**config.mk**
```make
export PLATFORM = sky130hd
export DESIGN_NAME = memory_access_stage
export DESIGN_NICKNAME = d
export VERILOG_FILES = /design/src/rtl/mem_pkg.sv /design/src/rtl/load_store_align.sv /design/src/rtl/memory_access_stage.sv
export SDC_FILE = /design/constraint.sdc
export NUM_CORES = 1
export LEC_CHECK = 0
export ABC_AREA = 1
export CAP_MARGIN = 10
export CORE_ASPECT_RATIO = 0.8
export CORE_UTILIZATION = 40
export DETAILED_ROUTE_END_ITERATION = 10
export PLACE_DENSITY = 0.74
export RECOVER_POWER = 100
export SLEW_MARGIN = 40
export SYNTH_ARGS = -nofsm -noshare
export SYNTH_HDL_FRONTEND = slang
export SYNTH_SLANG_ARGS = --single-unit
```
**constraint.sdc**
```tcl
create_clock -name clk -period 11.19 [get_ports clk]
set_input_delay 2.238 -clock clk [delete_from_list [all_inputs] [get_ports clk]]
set_output_delay 2.238 -clock clk [all_outputs]
set_load 0.005 [all_outputs]
```
**src/rtl/mem_pkg.sv**
```systemverilog
// Shared definitions for the MEM stage: RV32I load/store funct3 codes,
// FSM states and the layout of the EX/MEM and MEM/WB control words.
package mem_pkg;

   localparam logic [2:0] F3_LB  = 3'b000;
   localparam logic [2:0] F3_LH  = 3'b001;
   localparam logic [2:0] F3_LW  = 3'b010;
   localparam logic [2:0] F3_LBU = 3'b100;
   localparam logic [2:0] F3_LHU = 3'b101;
   localparam logic [2:0] F3_SB  = 3'b000;
   localparam logic [2:0] F3_SH  = 3'b001;
   localparam logic [2:0] F3_SW  = 3'b010;

   localparam int CW_EX_W      = 14;
   localparam int CW_WB_W      = 9;
   localparam int CW_MEM_READ  = 13;
   localparam int CW_MEM_WRITE = 12;
   localparam int CW_F3_LSB    = 9;
   localparam int CW_F3_W      = 3;
   localparam int WB_RF_WB     = 8;

   typedef enum logic {
      IDLE,
      BUSY
   } memState_e;

   typedef enum logic [1:0] {
      SIZE_B,
      SIZE_H,
      SIZE_W
   } accSize_e;

   // Unrecognised funct3 codes fall back to a full-word access.
   function automatic accSize_e accessSize(input logic isStore, input logic [2:0] funct3);
      accSize_e size;
      size = SIZE_W;
      if (isStore) begin
         case (funct3)
            F3_SB:   size = SIZE_B;
            F3_SH:   size = SIZE_H;
            default: size = SIZE_W;
         endcase
      end else begin
         case (funct3)
            F3_LB, F3_LBU: size = SIZE_B;
            F3_LH, F3_LHU: size = SIZE_H;
            default:       size = SIZE_W;
         endcase
      end
      return size;
   endfunction

endpackage

```
**src/rtl/load_store_align.sv**
```systemverilog
// Combinational byte-lane logic: store strobes and lane replication,
// misalignment detection, and load extraction with sign/zero extension.
module load_store_align
   import mem_pkg::*;
(
   input  logic        isStore_i,
   input  logic [2:0]  funct3_i,
   input  logic [1:0]  offset_i,
   input  logic [31:0] storeData_i,
   output logic [3:0]  wstrb_o,
   output logic [31:0] wdata_o,
   output logic        misaligned_o,
   input  logic [2:0]  loadFunct3_i,
   input  logic [1:0]  loadOffset_i,
   input  logic [31:0] rdata_i,
   output logic [31:0] loadData_o
);

   accSize_e    size;
   logic [31:0] shifted;

   always_comb begin
      size         = accessSize(isStore_i, funct3_i);
      wstrb_o      = 4'b1111;
      wdata_o      = storeData_i;
      misaligned_o = 1'b0;
      case (size)
         SIZE_B: begin
            wstrb_o = 4'b0001 << offset_i;
            wdata_o = {4{storeData_i[7:0]}};
         end
         SIZE_H: begin
            wstrb_o      = 4'b0011 << offset_i;
            wdata_o      = {2{storeData_i[15:0]}};
            misaligned_o = offset_i[0];
         end
         default: misaligned_o = (offset_i != 2'b00);
      endcase
   end

   // The addressed byte/halfword is brought down to bit 0 before extension.
   always_comb begin
      shifted = rdata_i >> {loadOffset_i, 3'b000};
      case (loadFunct3_i)
         F3_LB:   loadData_o = {{24{shifted[7]}}, shifted[7:0]};
         F3_LBU:  loadData_o = {24'b0, shifted[7:0]};
         F3_LH:   loadData_o = {{16{shifted[15]}}, shifted[15:0]};
         F3_LHU:  loadData_o = {16'b0, shifted[15:0]};
         default: loadData_o = shifted;
      endcase
   end

endmodule

```
**src/rtl/memory_access_stage.sv**
```systemverilog
// MEM stage and MEM/WB register: drives the data-memory handshake, stalls
// upstream while an access is outstanding and registers write-back payload.
module memory_access_stage
   import mem_pkg::*;
#(
   parameter int ADDR_W = 32
) (
   input  logic              clk,
   input  logic              rst,
   input  logic              valid_ex,
   input  logic [31:0]       ALU_result_ex,
   input  logic [31:0]       rs2_data_ex,
   input  logic [13:0]       control_word_ex,
   output logic              stall_o,
   output logic              dmem_req,
   output logic              dmem_we,
   output logic [ADDR_W-1:0] dmem_addr,
   output logic [31:0]       dmem_wdata,
   output logic [3:0]        dmem_wstrb,
   input  logic              dmem_ack,
   input  logic [31:0]       dmem_rdata,
   output logic              misaligned_o,
   output logic [31:0]       mem_data_out,
   output logic [31:0]       ALU_result_mem,
   output logic [8:0]        control_word_mem
);

   memState_e         state_q;
   logic              req_q;
   logic              we_q;
   logic [ADDR_W-1:0] addr_q;
   logic [31:0]       wdata_q;
   logic [3:0]        wstrb_q;
   logic [2:0]        funct3_q;
   logic [1:0]        offset_q;
   logic              misaligned_q;
   logic [31:0]       memData_q;
   logic [31:0]       aluResult_q;
   logic [8:0]        ctrlWb_q;

   logic              memRead;
   logic              memWrite;
   logic [2:0]        funct3;
   logic [8:0]        wbWord;
   logic [1:0]        offset;
   logic              memOp;
   logic              accessOk;
   logic [3:0]        alignStrb;
   logic [31:0]       alignWdata;
   logic              alignMisaligned;
   logic [31:0]       loadData;

   assign memRead  = control_word_ex[CW_MEM_READ];
   assign memWrite = control_word_ex[CW_MEM_WRITE];
   assign funct3   = control_word_ex[CW_F3_LSB +: CW_F3_W];
   assign wbWord   = control_word_ex[CW_WB_W-1:0];
   assign offset   = ALU_result_ex[1:0];
   assign memOp    = valid_ex & (memRead | memWrite);
   assign accessOk = memOp & ~alignMisaligned;

   load_store_align uAlign (
      .isStore_i    (memWrite),
      .funct3_i     (funct3),
      .offset_i     (offset),
      .storeData_i  (rs2_data_ex),
      .wstrb_o      (alignStrb),
      .wdata_o      (alignWdata),
      .misaligned_o (alignMisaligned),
      .loadFunct3_i (funct3_q),
      .loadOffset_i (offset_q),
      .rdata_i      (dmem_rdata),
      .loadData_o   (loadData)
   );

   // Reset gates the stall so the upstream never sees it while reset is held.
   assign stall_o = ~rst & ((state_q == IDLE) ? accessOk : ~dmem_ack);

   always_ff @(posedge clk or posedge rst) begin
      if (rst) begin
         state_q      <= IDLE;
         req_q        <= 1'b0;
         we_q         <= 1'b0;
         addr_q       <= '0;
         wdata_q      <= '0;
         wstrb_q      <= '0;
         funct3_q     <= '0;
         offset_q     <= '0;
         misaligned_q <= 1'b0;
         memData_q    <= '0;
         aluResult_q  <= '0;
         ctrlWb_q     <= '0;
      end else begin
         misaligned_q <= 1'b0;
         case (state_q)
            IDLE: begin
               if (accessOk) begin
                  state_q     <= BUSY;
                  req_q       <= 1'b1;
                  we_q        <= memWrite;
                  addr_q      <= {ALU_result_ex[ADDR_W-1:2], 2'b00};
                  wdata_q     <= alignWdata;
                  wstrb_q     <= memWrite ? alignStrb : 4'b0000;
                  funct3_q    <= funct3;
                  offset_q    <= offset;
                  memData_q   <= '0;
                  aluResult_q <= '0;
                  ctrlWb_q    <= '0;
               end else begin
                  // A memory op reaching here was misaligned and is dropped.
                  misaligned_q <= memOp;
                  memData_q    <= '0;
                  aluResult_q  <= ALU_result_ex;
                  ctrlWb_q     <= {wbWord[WB_RF_WB] & valid_ex & ~memOp, wbWord[WB_RF_WB-1:0]};
               end
            end
            BUSY: begin
               if (dmem_ack) begin
                  state_q     <= IDLE;
                  req_q       <= 1'b0;
                  memData_q   <= we_q ? 32'h0 : loadData;
                  aluResult_q <= ALU_result_ex;
                  ctrlWb_q    <= wbWord;
               end else begin
                  memData_q   <= '0;
                  aluResult_q <= '0;
                  ctrlWb_q    <= '0;
               end
            end
            default: state_q <= IDLE;
         endcase
      end
   end

   assign dmem_req         = req_q;
   assign dmem_we          = we_q;
   assign dmem_addr        = addr_q;
   assign dmem_wdata       = wdata_q;
   assign dmem_wstrb       = wstrb_q;
   assign misaligned_o     = misaligned_q;
   assign mem_data_out     = memData_q;
   assign ALU_result_mem   = aluResult_q;
   assign control_word_mem = ctrlWb_q;

endmodule
```
---- After elaboration in Yosys (flattened, before gate mapping) ----
Index checks and enable logic that the tools add are counted.
word-level totals
  register bits ........................... 148
cells by class
  multiplexer cells ....................... 26
  shift operators ......................... 3
  bitwise logic cells ..................... 11
  equal/unequal tests ..................... 9
  reduce and logical (&&, ||, !) cells .... 8
operators with widths
  cell                   number
  $pmux W32 S2           3
  $mux W32               4
  $pmux W32 S4           1
  $shr A32 B5 Y32        1
  $mux W9                2
  $pmux W9 S2            1
  $eq A3 B3 Y1 const B   4
  $pmux W2 S2            2
  $pmux W4 S2            1
  $mux W1                7
  $eq A3 B1 Y1 const B   2
  $logic_not A3 Y1       2
  $pmux W1 S2            3
  $and A1 B1 Y1          5
  $not A1 Y1             5
  $mux W4                1
  $ne A2 B2 Y1 const B   2
  $reduce_and A2 Y1      2
  $reduce_or A2 Y1       2
  $shl A1 B2 Y4 const A  1
  $shl A2 B2 Y4 const A  1
  $eq A2 B1 Y1 const B   1
  $logic_not A2 Y1       1
  $mux W2                1
  other kinds (2)        2

---- Logic depth before layout (Yosys ltp) ----
  depth after elaboration ................. 10
  depth in mapped cells ................... 10
  depth with buffers taken out ............ 7

---- Modules after synthesis ----
From an unflattened synthesis, not the netlist that was laid out.
second synthesis, totals
  cells, all modules ...................... 832
  area total of the unflattened synthesis .. 6789.0 um^2
modules (own cells, without submodules)
  module               cells an instance  times used  area each (um^2)
  memory_access_stage  570                1           5487.8
  load_store_align     262                1           1301.2

---- Worst setup path after synthesis ----
Ideal clock, no wire load.
  path kind ............................... in2out
  start ................................... in ALU_result_ex[0]
  end ..................................... out stall_o
  slack ................................... 5.903 ns
  stages .................................. 7
  data arrival time ....................... 3.049 ns
  path buffers ............................ 2
  path through ............................ inv_1 -> nand2_1 -> nand2_1 -> nand3_4 -> buf_6 -> buf_6 -> a21oi_1
on the way
  word-level cells in the longest chain between the ends .. 6
RTL lines
  what                RTL line                   text
  start, declared     memory_access_stage.sv:11  input logic [31:0] ALU_result_ex,
  $reduce_bool A2 Y1  load_store_align.sv:37     default: misaligned_o = (offset_i != 2'b00);
  $pmux W1 S2 (*)     load_store_align.sv:27     case (size)
  $not A1 Y1 (*)      memory_access_stage.sv:59  assign accessOk = memOp & ~alignMisaligned;
  $and A1 B1 Y1 (*)   memory_access_stage.sv:59
  $mux W1 (*)         memory_access_stage.sv:76  assign stall_o = ~rst & ((state_q == IDLE) ? accessOk : ~dmem_ack);
  $and A1 B1 Y1 (*)   memory_access_stage.sv:76
  end, declared       memory_access_stage.sv:14  output logic stall_o,
Mark *: on every way between the ends. The rest lies on a longest branch, timed or not.

---- Worst setup path after layout ----
  start ................................... in control_word_ex[12]
  end ..................................... reg aluResult_q[23], in the netlist ALU_result_mem[23]
on the way
  word-level cells in the longest chain between the ends .. 7
  elaborated cells between the ends (all ways) .. 10
  classes of those cells .................. eq/ne: 1; mux: 4; bitwise: 4; reduce/logical: 1
RTL lines
  what                                              RTL line                    text
  start, declared                                   memory_access_stage.sv:13   input logic [13:0] control_word_ex,
  $mux W2                                           mem_pkg.sv:37               if (isStore) begin
  $eq A2 B1 Y1 or $logic_not A2 Y1 (tied branches)  load_store_align.sv:27
  $pmux W1 S2                                       load_store_align.sv:27
  $not A1 Y1                                        memory_access_stage.sv:59
  $and A1 B1 Y1 (*)                                 memory_access_stage.sv:59
  $mux W32 (*)                                      memory_access_stage.sv:96   if (accessOk) begin
  $pmux W32 S2 (*)                                  memory_access_stage.sv:94   case (state_q)
  end signal, assigned                              memory_access_stage.sv:112  aluResult_q <= ALU_result_ex;
  end signal, assigned                              memory_access_stage.sv:121  aluResult_q <= ALU_result_ex;
  end, declared                                     memory_access_stage.sv:38   logic [31:0] aluResult_q;
Marks and branches as above.
A chain may end at the register's enable or synchronous reset.

==> flow_summary.toml <==
[run_status]
status = "complete, but fails checks"
violations = "max-capacitance violations, max-slew violations"

[routing]
firstDrtPassIters = 5
vias = 5568
avgViaCountPerCell = 4.66
drc = 0
dr.first_iter.drc_count = 321
antenna_left = 0
wl_mm = 17.5
wl_per_cell_um = 14.6

[sta]
fin_tns_setup_ns = 0
whs_ns = 0.474
tightest_slew_ns = 4.12
hold_viol = 0
slew_violations = 285
rsz0062_at_grt = "no"
post-route-period-util_pct = 72.6
period_needed_ns = 8.13
fmax_ghz = 0.123
fin_ws_ns = 3.06
fin_skew_ns = 0.0110
setup_viol = 0
max-slew-margin-rel_pct = -176

[worst_setup_path]
critical_path_required_ns = 11.50
crit_type = "input port to flip-flop"
cp-end-kind = "flip-flop"
path_common_cell = "nand2_1"
cp-start-kind = "input port"
worst-path-max-fanout = 91
crit_arrival_ns = 8.44
max_stage_delay_ns = 2.38
path_cells = "dlygate4sd3_1 -> nand2_1 -> nand2_1 -> nand2_1 -> nand3_1 -> clkbuf_1 -> nand2_1 -> clkbuf_1 -> nor2_1"
cp_slowest_cell = "clkbuf_1"

[floorplanning]
io_pins = 259
dieArea_um2 = 16200
initial_core_util_pct = 41.3
fp-row-count = 40
core_um2 = 15200
dieHeight_um = 114
die_x_um = 142

[cts]
cts_buffer_depth = 2
cts_resized = 0
cts_max_level = 4
post_cts_buffers = 0
ctsRootBufferMaster = "clkbuf_16"
cts_buffers = 17
clock_sinks = 148
holdBufCountCts = 0
clk_latency_ns = 0.42
cts_tree = "done"
clk_pin_slew_ns = 0.06

[synthesis]
synth_fa_ha_area_share_pct = 0
synthFlopType = "dfrtp_1"
syn-instance-count = 733
syn_area_um2 = 6270
synth_area_leader_cell = "dfrtp_1"
synthTopCellsByCount = "266 x nand2_1, 148 x dfrtp_1, 71 x inv_1"
ys_warn_count = 0
muxShareOfSynthArea_pct = 0
synth_compound_area_share_pct = 8.44
synth_edf_count = 0
ys_seq_elements = 148
synth_top_family_by_area = "simple AND/OR/NAND/NOR gates"
syn_avg_cell_area_um2 = 8.55
yosys.area_share.simple_pct = 23.9
synth-xor-area-share_pct = 0
synthTopCellsByArea = "dfrtp_1 59%, nand2_1 16%, o21ai_0 4.7%"
synth_top_area_share_pct = 59.1
ys_seq_area_share_pct = 59.1
async_flop_share_pct = 100
netlist-cell-type-count = 23
synth_most_common_cell = "nand2_1"

[placed_design]
io_buffers = 256
gp_congestion = 0.842
post-place-ws_ns = 4.16
place_area_um2 = 8880
dpl.cell_count = 1163
dp_hpwl_mm = 12.3

[final_layout]
drive_gt1_share_pct = 4.67
final_util_pct = 62.3
nets = 1086
design_area_um2 = 9440
stdcell_count = 1195
n_antenna_cell = 0
syn2layout_area_growth_pct = 50.6

[global_routing]
grt_max_degree = 95
grt_pass1_wl_mm = 27.5
antenna_found_initial = 0
grt_pass1_vias = 5239
overflow = 0
grtUsageTotal_pct = 22.4

[power]
p_per_area_nw_per_um2 = 179
power_frac_clock_pct = 34.1
ir_drop_mv = 0.105
p_switching_mw = 0.507
combPwrFrac_pct = 25.4
swShare_pct = 30.0
p_leak_nw = 4.88
p_int_mw = 1.18
power_mw = 1.69
seq_power_share_pct = 40.6

[hold_path]
hp-class = "flip-flop to flip-flop"

[flow_run]
cap_violations = 4
[final timing paths]
kind                                          start                  to  slack (ns)  depth (start not counted)
worst min-delay path                       dmem_req            dmem_req        0.47                          2
worst max-delay path            control_word_ex[12]  ALU_result_mem[23]        3.06                          9
min in group asynchronous                       rst  ALU_result_mem[26]        3.55                          2
max in group asynchronous                       rst         offset_q[0]        3.47                          3
worst min register to register             dmem_req            dmem_req        0.47                          2
worst max register to register              state_q  ALU_result_mem[23]        5.91                          8
[critical path, delay by kind of cell]
family | cells | cell delay (ns)
simple gates | 6 | 2.26
buf+inv | 3 | 3.91
[cell families after synthesis]
| group | count (synthesis) |
|---|---|
| compound gates | 103 |
| simple gates | 365 |
| other cells | 1 |
| flops | 148 |
| buf+inv | 116 |
[state kept, by name, indices dropped and copies added (netlist names), 2 cells and up]
name and flops:
mem_data_out 32, ALU_result_mem 32, control_word_mem 9, dmem_wdata 32, dmem_wstrb 4, dmem_addr 30, funct3_q 3, offset_q 2
[power groups by stage]
stage / clock network, mW / logic [mW] / registers [mW]
after floorplan: 0 / 0.207 / 0.688
after global placement: 0 / 0.459 / 0.694
after detailed placement: 0 / 0.466 / 0.694
after CTS: 0.588 / 0.468 / 0.687
after global routing: 0.611 / 0.479 / 0.696
final: 0.574 / 0.428 / 0.684
[layout by cell type, fill, tap and decap left out, types with 17 or more instances in the layout]
cell,n
o21ai_0,67
nand2_1,266
a21oi_1,26
nor2_1,46
clkdlybuf4s50_1,110
inv_1,71
nand3_1,44
dfrtp_1,147
dlygate4sd3_1,146
clkbuf_16,17
[final cells by class]
class / count / area (µm²)
clock buffer: 17 / 425
clock inverter: 15 / 173
fill: 1317 / 5720
inverter: 76 / 287
multi-input combinational: 470 / 2020
sequential: 148 / 3700
tap: 210 / 263
timing repair buffer: 259 / 2570
[routing by layer]
metal  vias up  global-route usage [%]  wire [µm]
met5         -                       0          0
met4         0                    7.03        249
met3        20                    8.86       1600
met2       226                    35.7       8370
met1      2569                    28.0       7230
li1       2753                       -          -
No activity file was read; power rests on OpenSTA's default activity.
